$ cat src/rtl/regfile_write_queue_pkg.sv
// regfile_write_queue_pkg: register-file constants shared by the register file and its write queue
package regfile_write_queue_pkg;
    localparam int DATA_W   = 32;
    localparam int ADDR_W   = 5;
    localparam int NUM_REGS = 32;
    localparam logic [ADDR_W-1:0] REG_ZERO = '0;
    typedef enum logic [1:0] {Q_EMPTY, Q_PARTIAL, Q_NEARFULL} q_state_e;
    // NEARFULL means fewer than two free slots, so a dual write could not fit
    function automatic q_state_e q_state(input int cnt, input int depth);
        return cnt == 0 ? Q_EMPTY : (depth - cnt < 2 ? Q_NEARFULL : Q_PARTIAL);
    endfunction
endpackage

$ cat src/rtl/regfile_write_queue_fwd_match.sv
// wq_fwd_match: finds the youngest valid queue entry whose destination matches a read index
// Ports: addr_i/data_i/vld_i entry array, rd_ptr_i head index, rr_i read index,
//        hit_o match found (never for register 0), data_o youngest matching data or 0
module wq_fwd_match
    import regfile_write_queue_pkg::*;
#(
    parameter int DATA_W = 32,
    parameter int ADDR_W = 5,
    parameter int DEPTH  = 4,
    localparam int PW    = $clog2(DEPTH)
) (
    input  logic [ADDR_W-1:0] addr_i [DEPTH],
    input  logic [DATA_W-1:0] data_i [DEPTH],
    input  logic [DEPTH-1:0]  vld_i,
    input  logic [PW-1:0]     rd_ptr_i,
    input  logic [ADDR_W-1:0] rr_i,
    output logic              hit_o,
    output logic [DATA_W-1:0] data_o
);
    logic [PW-1:0] idx;
    // walk from head (oldest) toward tail so later matches override earlier ones
    always_comb begin
        hit_o  = 1'b0;
        data_o = '0;
        idx    = '0;
        for (int k = 0; k < DEPTH; k++) begin
            idx = rd_ptr_i + PW'(k);
            if (rr_i != '0 && vld_i[idx] && addr_i[idx] == rr_i) begin
                hit_o  = 1'b1;
                data_o = data_i[idx];
            end
        end
    end
endmodule

$ cat src/rtl/regfile_write_queue.sv
// regfile_write_queue: buffers ALU/load result writes and drains one per cycle into the register file
// Ports: alu_*/mem_* write requests, in_ready room for two writes, rf_* register file write port,
//        fwd_rr*/fwd_hit*/fwd_data* read bypass of pending writes, count occupancy,
//        err_overflow sticky request-while-not-ready flag
module regfile_write_queue #(
    parameter int DATA_W = regfile_write_queue_pkg::DATA_W,
    parameter int ADDR_W = regfile_write_queue_pkg::ADDR_W,
    parameter int DEPTH  = 4,
    localparam int PW    = $clog2(DEPTH),
    localparam int CW    = $clog2(DEPTH + 1)
) (
    input  logic              clk,
    input  logic              rst_n,
    input  logic              alu_valid,
    input  logic [ADDR_W-1:0] alu_wr,
    input  logic [DATA_W-1:0] alu_wd,
    input  logic              mem_valid,
    input  logic [ADDR_W-1:0] mem_wr,
    input  logic [DATA_W-1:0] mem_wd,
    output logic              in_ready,
    output logic              rf_we,
    output logic [ADDR_W-1:0] rf_wr,
    output logic [DATA_W-1:0] rf_wd,
    input  logic [ADDR_W-1:0] fwd_rr1,
    input  logic [ADDR_W-1:0] fwd_rr2,
    output logic              fwd_hit1,
    output logic [DATA_W-1:0] fwd_data1,
    output logic              fwd_hit2,
    output logic [DATA_W-1:0] fwd_data2,
    output logic [CW-1:0]     count,
    output logic              err_overflow
);
    import regfile_write_queue_pkg::*;
    logic [ADDR_W-1:0] addr_q [DEPTH];
    logic [DATA_W-1:0] data_q [DEPTH];
    logic [DEPTH-1:0]  vld_q, vld_d;
    logic [PW-1:0]     wr_ptr_q, wr_ptr_d, rd_ptr_q, rd_ptr_d, slot_a;
    logic [CW-1:0]     count_q, count_d;
    logic              err_q, err_d;
    logic              push_m, push_a, pop;
    assign in_ready = q_state(int'(count_q), DEPTH) != Q_NEARFULL;
    assign push_m   = in_ready && mem_valid && mem_wr != '0;
    assign push_a   = in_ready && alu_valid && alu_wr != '0;
    assign pop      = count_q != '0;
    // the load is the older instruction, so it takes the first free slot
    assign slot_a   = wr_ptr_q + PW'(push_m);
    assign wr_ptr_d = slot_a + PW'(push_a);
    assign rd_ptr_d = rd_ptr_q + PW'(pop);
    assign count_d  = count_q + CW'(push_m) + CW'(push_a) - CW'(pop);
    assign err_d    = err_q || (!in_ready && (mem_valid || alu_valid));
    // pushes never target the head slot while it is popped, so set-after-clear is safe
    always_comb begin
        vld_d = vld_q;
        if (pop) vld_d[rd_ptr_q] = 1'b0;
        if (push_m) vld_d[wr_ptr_q] = 1'b1;
        if (push_a) vld_d[slot_a] = 1'b1;
    end
    always_ff @(posedge clk or negedge rst_n) begin
        if (!rst_n) begin
            wr_ptr_q <= '0;
            rd_ptr_q <= '0;
            count_q  <= '0;
            vld_q    <= '0;
            err_q    <= 1'b0;
        end else begin
            wr_ptr_q <= wr_ptr_d;
            rd_ptr_q <= rd_ptr_d;
            count_q  <= count_d;
            vld_q    <= vld_d;
            err_q    <= err_d;
        end
    end
    always_ff @(posedge clk) begin
        if (push_m) begin
            addr_q[wr_ptr_q] <= mem_wr;
            data_q[wr_ptr_q] <= mem_wd;
        end
        if (push_a) begin
            addr_q[slot_a] <= alu_wr;
            data_q[slot_a] <= alu_wd;
        end
    end
    assign rf_we        = pop;
    assign rf_wr        = pop ? addr_q[rd_ptr_q] : '0;
    assign rf_wd        = pop ? data_q[rd_ptr_q] : '0;
    assign count        = count_q;
    assign err_overflow = err_q;
    wq_fwd_match #(.DATA_W(DATA_W), .ADDR_W(ADDR_W), .DEPTH(DEPTH)) u_fwd1 (
        .addr_i(addr_q), .data_i(data_q), .vld_i(vld_q), .rd_ptr_i(rd_ptr_q),
        .rr_i(fwd_rr1), .hit_o(fwd_hit1), .data_o(fwd_data1)
    );
    wq_fwd_match #(.DATA_W(DATA_W), .ADDR_W(ADDR_W), .DEPTH(DEPTH)) u_fwd2 (
        .addr_i(addr_q), .data_i(data_q), .vld_i(vld_q), .rd_ptr_i(rd_ptr_q),
        .rr_i(fwd_rr2), .hit_o(fwd_hit2), .data_o(fwd_data2)
    );
endmodule

$ cat config.mk
export PLATFORM = sky130hd
export DESIGN_NAME = regfile_write_queue
export DESIGN_NICKNAME = d
export VERILOG_FILES = /design/src/rtl/regfile_write_queue_pkg.sv /design/src/rtl/regfile_write_queue_fwd_match.sv /design/src/rtl/regfile_write_queue.sv
export SDC_FILE = /design/constraint.sdc
export NUM_CORES = 1
export LEC_CHECK = 0
export ABC_CLOCK_PERIOD_IN_PS = 4900
export BUFFER_PORTS_ARGS = -buffer_cell sky130_fd_sc_hd__clkbuf_2
export CORE_UTILIZATION = 29
export CTS_BUF_LIST = sky130_fd_sc_hd__clkbuf_2
export DETAILED_ROUTE_END_ITERATION = 7
export SETUP_SLACK_MARGIN = 0.5
export SLEW_MARGIN = 20
export SYNTH_ARGS = -nofsm -noshare
export SYNTH_HDL_FRONTEND = slang
export SYNTH_SLANG_ARGS = --single-unit
$ cat constraint.sdc
create_clock -name clk -period 4.9 [get_ports clk]
set_input_delay 0.98 -clock clk [delete_from_list [all_inputs] [get_ports clk]]
set_output_delay 0.98 -clock clk [all_outputs]
set_load 0.02 [all_outputs]
==> results of run 1 <==
[what timing repair did]
item | 4_1_cts | 5_1_grt
setup endpoints to repair | 96 | 75
resized for setup | 196 | 101
cloned | 16 | 2
pin swaps | 34 | 26
hold buffers | 1 | 0
setup buffers | 47 | 11
hold endpoints to repair | 12 | 0
[final cells by class]
type	count	area (sq um)
well taps	607	759
clock inverters	15	134
multi-input cells	1112	10600
clock buffers	17	85.1
flip-flops and latches	160	3270
fillers	4552	28700
repair buffers	323	3090
diodes	4	10.0
inverters	39	151
[flip-flops by register name (all words and copies together), names as in the netlist]
| name | cells |
|---|---|
| count | 3 |
| rd_ptr_q | 2 |
| data_q | 128 |
| err_overflow | 1 |
| wr_ptr_q | 2 |
| vld_q | 4 |
| addr_q | 20 |
[worst paths after layout]
check | to | slack, ns | start
max in group asynchronous | rd_ptr_q[0] | 4.08 | rst_n
min | data_q[127] | 0.30 | alu_wd[31]
min in group asynchronous | rd_ptr_q[1] | 0.47 | rst_n
min reg2reg | err_overflow | 0.57 | err_overflow
max | fwd_data1[12] | -0.28 | rd_ptr_q[1]
max reg2reg | data_q[67] | 1.17 | count[0]
[worst max-delay path, cell delays in order (launching register included)]
cell and delay, ns:
dfrtp_4 0.50, inv_4 0.04, ha_4 0.30, buf_6 0.13, buf_12 0.11, mux4_2 0.53, xnor2_2 0.23, nand4_4 0.14
or2_4 0.34, clkbuf_16 0.22, a311o_1 0.36, a22o_1 0.21, buf_2 0.16
[power by group through the flow]
stage               Sequential, mW  Combinational [mW]  Clock [mW]
floorplan                     2.60                8.04           0
global placement              2.82                10.6           0
detailed placement            2.91                10.7           0
CTS                           2.87                12.5       0.784
global route                  3.02                13.8       0.843
finish                        2.91                13.0       0.760
[synth_stat cells (4+ instances only)]
cell      count
a22o_1       28
a211oi_1     23
xnor2_1      30
o22ai_1       9
mux2_2        5
nor3_1        8
buf_1        14
ha_1         11
mux4_2      148
and3_1       11
inv_1        39
nand2_1     111
dfrtp_1      12
o221ai_1     21
a21oi_1     101
dfxtp_1     148
a311o_1      27
or3_1         6
o21ai_0      86
o21a_1       31
buf_6         4
mux2i_1     161
nand4_1      36
nand3_1      33
buf_2        55
o21ai_1       4
buf_4         8
xor2_1       14
a311oi_1     13
clkbuf_1     78
and2_1       11
nor2_1      152
[cells by family after synthesis]
kind of cell | synth area share
flip-flops | 0.236
AND/OR/NAND/NOR | 0.125
AO/OA/AOI/OAI | 0.169
multiplexers | 0.362
buffers and inverters | 0.0652
XOR/XNOR | 0.0302
adder cells (fa/ha/maj) | 0.0128
[per-layer routing]
layer | vias to the layer above | global-route usage | share of wire
li1 | 5964 | - | -
met1 | 6863 | 0.304 | 0.38
met2 | 811 | 0.399 | 0.48
met3 | 149 | 0.0584 | 0.099
met4 | 2 | 0.108 | 0.041
met5 | - | 0 | 0.00023
==> metrics, run 1 <==
status=finished with violations; failing checks=DRC, setup timing; Iteration-0 DRC Markers=1735; worst slack at placement=around 0.17 ns; dpl cells=about 2200; slew of the pin with the lowest slew margin=~0.9 ns; Cell Count, Final, Fillers Out=about 2300; Die H=roughly 220 microns; WP data required=between 3 and 4 ns; CTS Buf Count=17; prevailing post-synth register cell=dfxtp_1; Internal=about 8.3 mW; WL/cell=26.3 microns; WHS=0.299 ns; DR vias=13789; wirelength, routed=about 60000 microns; Total Neg Setup Slack=-12.13 ns; TritonRoute pass-1 iters=8; Root Buffer=clkbuf_2; Worst Setup End Kind=output pin; # rows=a little under 80; IO Pins=between 150 and 200; Synth Register Bits=160; cell area after synthesis=0.0138 sq mm; vias in the first global route=around 13000; Initial Util=0.296; commonest cells after routing, fill and taps aside=mux2i_1 (160), clkbuf_2 (153), nor2_1 (149); largest area contributor in the netlist=mux4_2; Post-Syn Nets=between 1500 and 2000; Worst-path clk slew=about 0.28 ns; Post-synth EDFFs=0; power share of the sequential group=0.174; Tcrit/Tclk final=1.06; Max Clk Rate=roughly 190 MHz; antenna violations before repair=4; port bufs=roughly 200; Max transition margin=0.391; Avg Inst Size Synth=roughly 9.4 sq um; hold crit path type=input port to flip-flop; final setup fails=slightly above 60; total chip power=around 17 mW; Static Leak=roughly 7.5 nW; placed wire-length estimate=about 37000 microns; WP data arrival=roughly 4.2 ns; global route overflow=0; Final Slew Violations=0; Distinct cells, synth=54; Core Footprint=around 0.047 sq mm; CP Max Fanout=16; RSZ-0062 raised after global routing=true; Total GRT Usage=0.244; Clk Latency, worst-skew pair=0.90 ns; Syn Inst Count=roughly 1500; startpoint types=flip-flop; Comb pwr share=0.780; Max clock buf depth=2; R2R cell count=13; fin util=0.386; Worst Slack Setup Final=-0.282 ns; fraction of layout cells with a size suffix above 1=0.378; via/cell ratio=between 6 and 7; largest net degree at the start of global routing=76; synth top area cells=mux4_2 (24%), dfxtp_1 (21%), mux2i_1 (12%), nor2_1 (4.1%), a21oi_1 (3.7%); hold depth=3; # nets final=about 1800; H-tree levels=4; part of the power in the clock network=0.045; ys async rst share=0.0750; worst vdd ir=between 0.4 and 0.5 mV; CTS tree=yes; Max Cap Viol=0; first-pass GRT wire length=between 80000 and 90000 microns; Finished Cell Area=between 0.015 and 0.02 sq mm; Ys Warns=0; die area=0.0486 sq mm; final setup skew=between 0.03 and 0.04 ns; clock sinks=between 150 and 200; GP Congestion=0.904; crit path kind=flip-flop to output pin; power density cells=slightly above 900 mW/mm^2; Yosys top cell area share=0.241; sequential area share after synthesis=0.236; DRT antenna net count=0; Tmin final=just over 5 ns; most common cell after layout, fill and taps aside=mux2i_1; sw power=around 8.4 mW; Area Overhead vs Synth=30.6%; Hold Fails Final Rpt=0; Sw Ratio=0.504; Die Span X=about 220 microns; DRC viols=16; DP Area=0.0157 sq mm
Power figures use the tool's default switching activity.
==> run 2: changes to the inputs <==
--- a/config.mk
+++ b/config.mk
@@ -10,8 +10,9 @@
 export CORE_UTILIZATION = 29
 export CTS_BUF_LIST = sky130_fd_sc_hd__clkbuf_2
 export DETAILED_ROUTE_END_ITERATION = 7
-export SETUP_SLACK_MARGIN = 0.5
+export SETUP_SLACK_MARGIN = 0.4
 export SLEW_MARGIN = 20
 export SYNTH_ARGS = -nofsm -noshare
 export SYNTH_HDL_FRONTEND = slang
 export SYNTH_SLANG_ARGS = --single-unit
+export TNS_END_PERCENT = 10
==> run 2 against run 1 <==
  * The run still ends with DRC, setup timing left
  * Clock skew down 0.0076 ns
  * Die area unchanged
  * Cell count down 2.4%
  * Final area down 7.8%
  * Critical path type unchanged
  * Clock power up 16%
  * Utilization down 3.0 points
  * Critical endpoint is now fwd_data1[0]
  * Fmax up 2.5%
  * Global-route usage down 1.7 points
  * Sequential power about the same
  * Wire length down 7.5%
==> metrics, run 2 (same netlist as run 1, synthesis figures left out) <==
via/cell ratio=6.02 (-0.53%); H-tree levels=4 (unchanged); Max Clk Rate=198 MHz (+2.5%); FF/Latch Area=0.00327 sq mm (unchanged); DRC viols=14 (-2); wirelength, routed=55400 microns (-7.5%); final setup skew=0.0256 ns (-0.00764 ns); Iteration-0 DRC Markers=1492 (-14%); Worst Setup End Kind=output pin; IO Pins=197 (unchanged); die area=0.0486 sq mm (unchanged); fraction of layout cells with a size suffix above 1=0.329 (-0.0490); Most Frequent Cell on Critical Path=buf_12; WP data required=3.92 ns (about the same); Area Overhead vs Synth=20.3%; first-pass GRT wire length=81600 microns (-6.0%); Tmin final=5.05 ns (-0.128 ns); port bufs=196 (unchanged); global route overflow=0 (unchanged); WHS Endpoint=data_q[63]; startpoint types=flip-flop; Initial Util=0.296 (unchanged); top flop regs=data_q (128), addr_q (20), vld_q (4); worst vdd ir=0.437 mV (-1.9%); commonest cells after routing, fill and taps aside=clkbuf_2 (167), mux2i_1 (160), nor2_1 (150); crit path kind=flip-flop to output pin; vias in the first global route=12943 (-1.4%); # rows=79 (unchanged); placed wire-length estimate=35800 microns (-3.0%); largest net degree at the start of global routing=76 (unchanged); FF-to-FF End=data_q[88]; Static Leak=6.86 nW (-8.3%); Clk Latency, worst-skew pair=0.90 ns (about the same); CTS tree=yes; routed length on met2=26100 microns (-8.7%); status=finished with violations; Largest Register=data_q; CP Buf/Inv Count=5 (unchanged); hold path startpoint=alu_wd[31]; power density cells=921 mW/mm^2 (-0.43%); crit-path cells=inv_4 > ha_4 > buf_12 > mux4_2 > buf_4 > xnor2_4 > nand3_2 > or2_4 > buf_12 > a311o_1 > a22o_4 > clkbuf_8; failing checks=DRC, setup timing; R2R cell count=13 (unchanged); Total Neg Setup Slack=-4.55 ns (+7.58 ns); worst r2r src=count[0]; hold crit path type=input port to flip-flop; DR vias=13391 (-2.9%); final setup fails=55 (-9.8%); total chip power=15.3 mW (-8.2%); Worst Slack Setup Final=-0.154 ns (+0.128 ns); TritonRoute pass-1 iters=7 (-1); most common cell after layout, fill and taps aside=clkbuf_2; Die H=220 microns (unchanged); CTS Buf Count=17 (unchanged); Total GRT Usage=0.227 (-0.0173); WL/cell=24.9 microns (-5.3%); DRT antenna net count=0 (unchanged); worst slack at placement=0.521 ns (+0.352 ns); GP Congestion=0.890 (-1.5%); RSZ-0062 raised after global routing=true; M1 wire length=22200 microns (-3.2%); Max transition margin=0.308 (-0.0825); Max Cap Viol=0 (unchanged); Root Buffer=clkbuf_2; max incr delay on CP=0.55 ns (+0.02 ns); flop-to-flop setup slack=1.17 ns (about the same); Tcrit/Tclk final=1.03 (-0.0260); clock sinks=160 (unchanged); WP data arrival=4.07 ns (-0.13 ns); hold depth=3 (unchanged); max reg flops=128 (unchanged); Max clock buf depth=2 (unchanged); Worst-path clk slew=0.27 ns (about the same); Hold Fails Final Rpt=0 (unchanged); fillcell total=4688 (+3.0%); antenna violations before repair=5 (+1); multi-input logic area=0.0101 sq mm (-4.1%); Core Footprint=0.0468 sq mm (unchanged); CP Max Fanout=17 (+1); # nets final=1698 (-3.2%); CP max-delay cell=mux4_2; Die Span X=220 microns (unchanged); max layer used=met4; delay-heaviest family, CP=buffers and inverters; routed length on met3=4920 microns (-17%); slew of the pin with the lowest slew margin=1.04 ns (+0.124 ns); Final Slew Violations=0 (unchanged)
-- run 2: cell types whose count changed in the layout (fill, tap and decap cells not counted), moves of 5 or more --
cell,change
bufbuf_16,-7
a21oi_4,-8
buf_6,-12
a21oi_1,+11
buf_8,-12
buf_2,+7
a311oi_4,-6
a311oi_2,-7
clkbuf_2,+14
buf_16,-7
a311oi_1,+13
buf_4,-24
clkbuf_8,-10
inv_6,-5
-- run 2: timing repair --
action	in CTS	in global routing
pin swaps	13	9
resized for setup	58	77
hold endpoints to repair	12	0
endpoints found under the setup margin	81	81
hold buffers	1	0
cloned	3	1
buffers inserted	20	1
-- run 2: report_power, final --
part	internal [mW]	switching, mW
sequential	2.03	0.866
clock	0.334	0.544
combinational	5.08	6.47
total	7.45	7.88
-- run 2: worst min-delay path, delay by kind of cell --
| family | cells | cell delay (ns) |
|---|---|---|
| AND/OR/NAND/NOR | 1 | 0.05 |
| AO/OA/AOI/OAI | 1 | 0.06 |
| buffers and inverters | 1 | 0.12 |
-- run 2: through the flow --
stage	cell area (sq um)	hold WS, ns	std cells	util
after detailed placement	15700	0.481	2159	0.335
after floorplan	14100	0.505	1471	-
final	16600	0.303	2223	0.356
after CTS	16400	0.207	2215	0.352
after global routing	16600	0.234	2222	0.356
after global placement	15700	0.465	2159	0.335
-- run 2: metal layers --
metal / vias to the layer above / track usage
li1: 5845 / -
met1: 6628 / 0.286
met2: 782 / 0.364
met3: 136 / 0.0517
met4: 0 / 0.109
met5: - / 0
-- run 2: worst max path at each step --
stage / startpoint / endpoint / slack (ns) / cells after the start
floorplan: rd_ptr_q[1] / fwd_data1[10] / 0.41 / 16
global placement: rd_ptr_q[0] / fwd_data1[5] / 0.49 / 10
detailed placement: rd_ptr_q[0] / fwd_data1[5] / 0.52 / 10
CTS: rd_ptr_q[0] / fwd_data1[0] / -0.23 / 11
global route: rd_ptr_q[0] / fwd_data1[0] / -0.31 / 11
finish: rd_ptr_q[0] / fwd_data1[0] / -0.15 / 12
-- run 2: final cells by class --
cell class,count,share of cell area
multi-input cells,1111,0.608
flip-flops and latches,160,0.196
repair buffers,268,0.123
well taps,607,0.0456
clock inverters,15,0.0117
inverters,39,0.00895
clock buffers,17,0.00511
diodes,6,0.000902
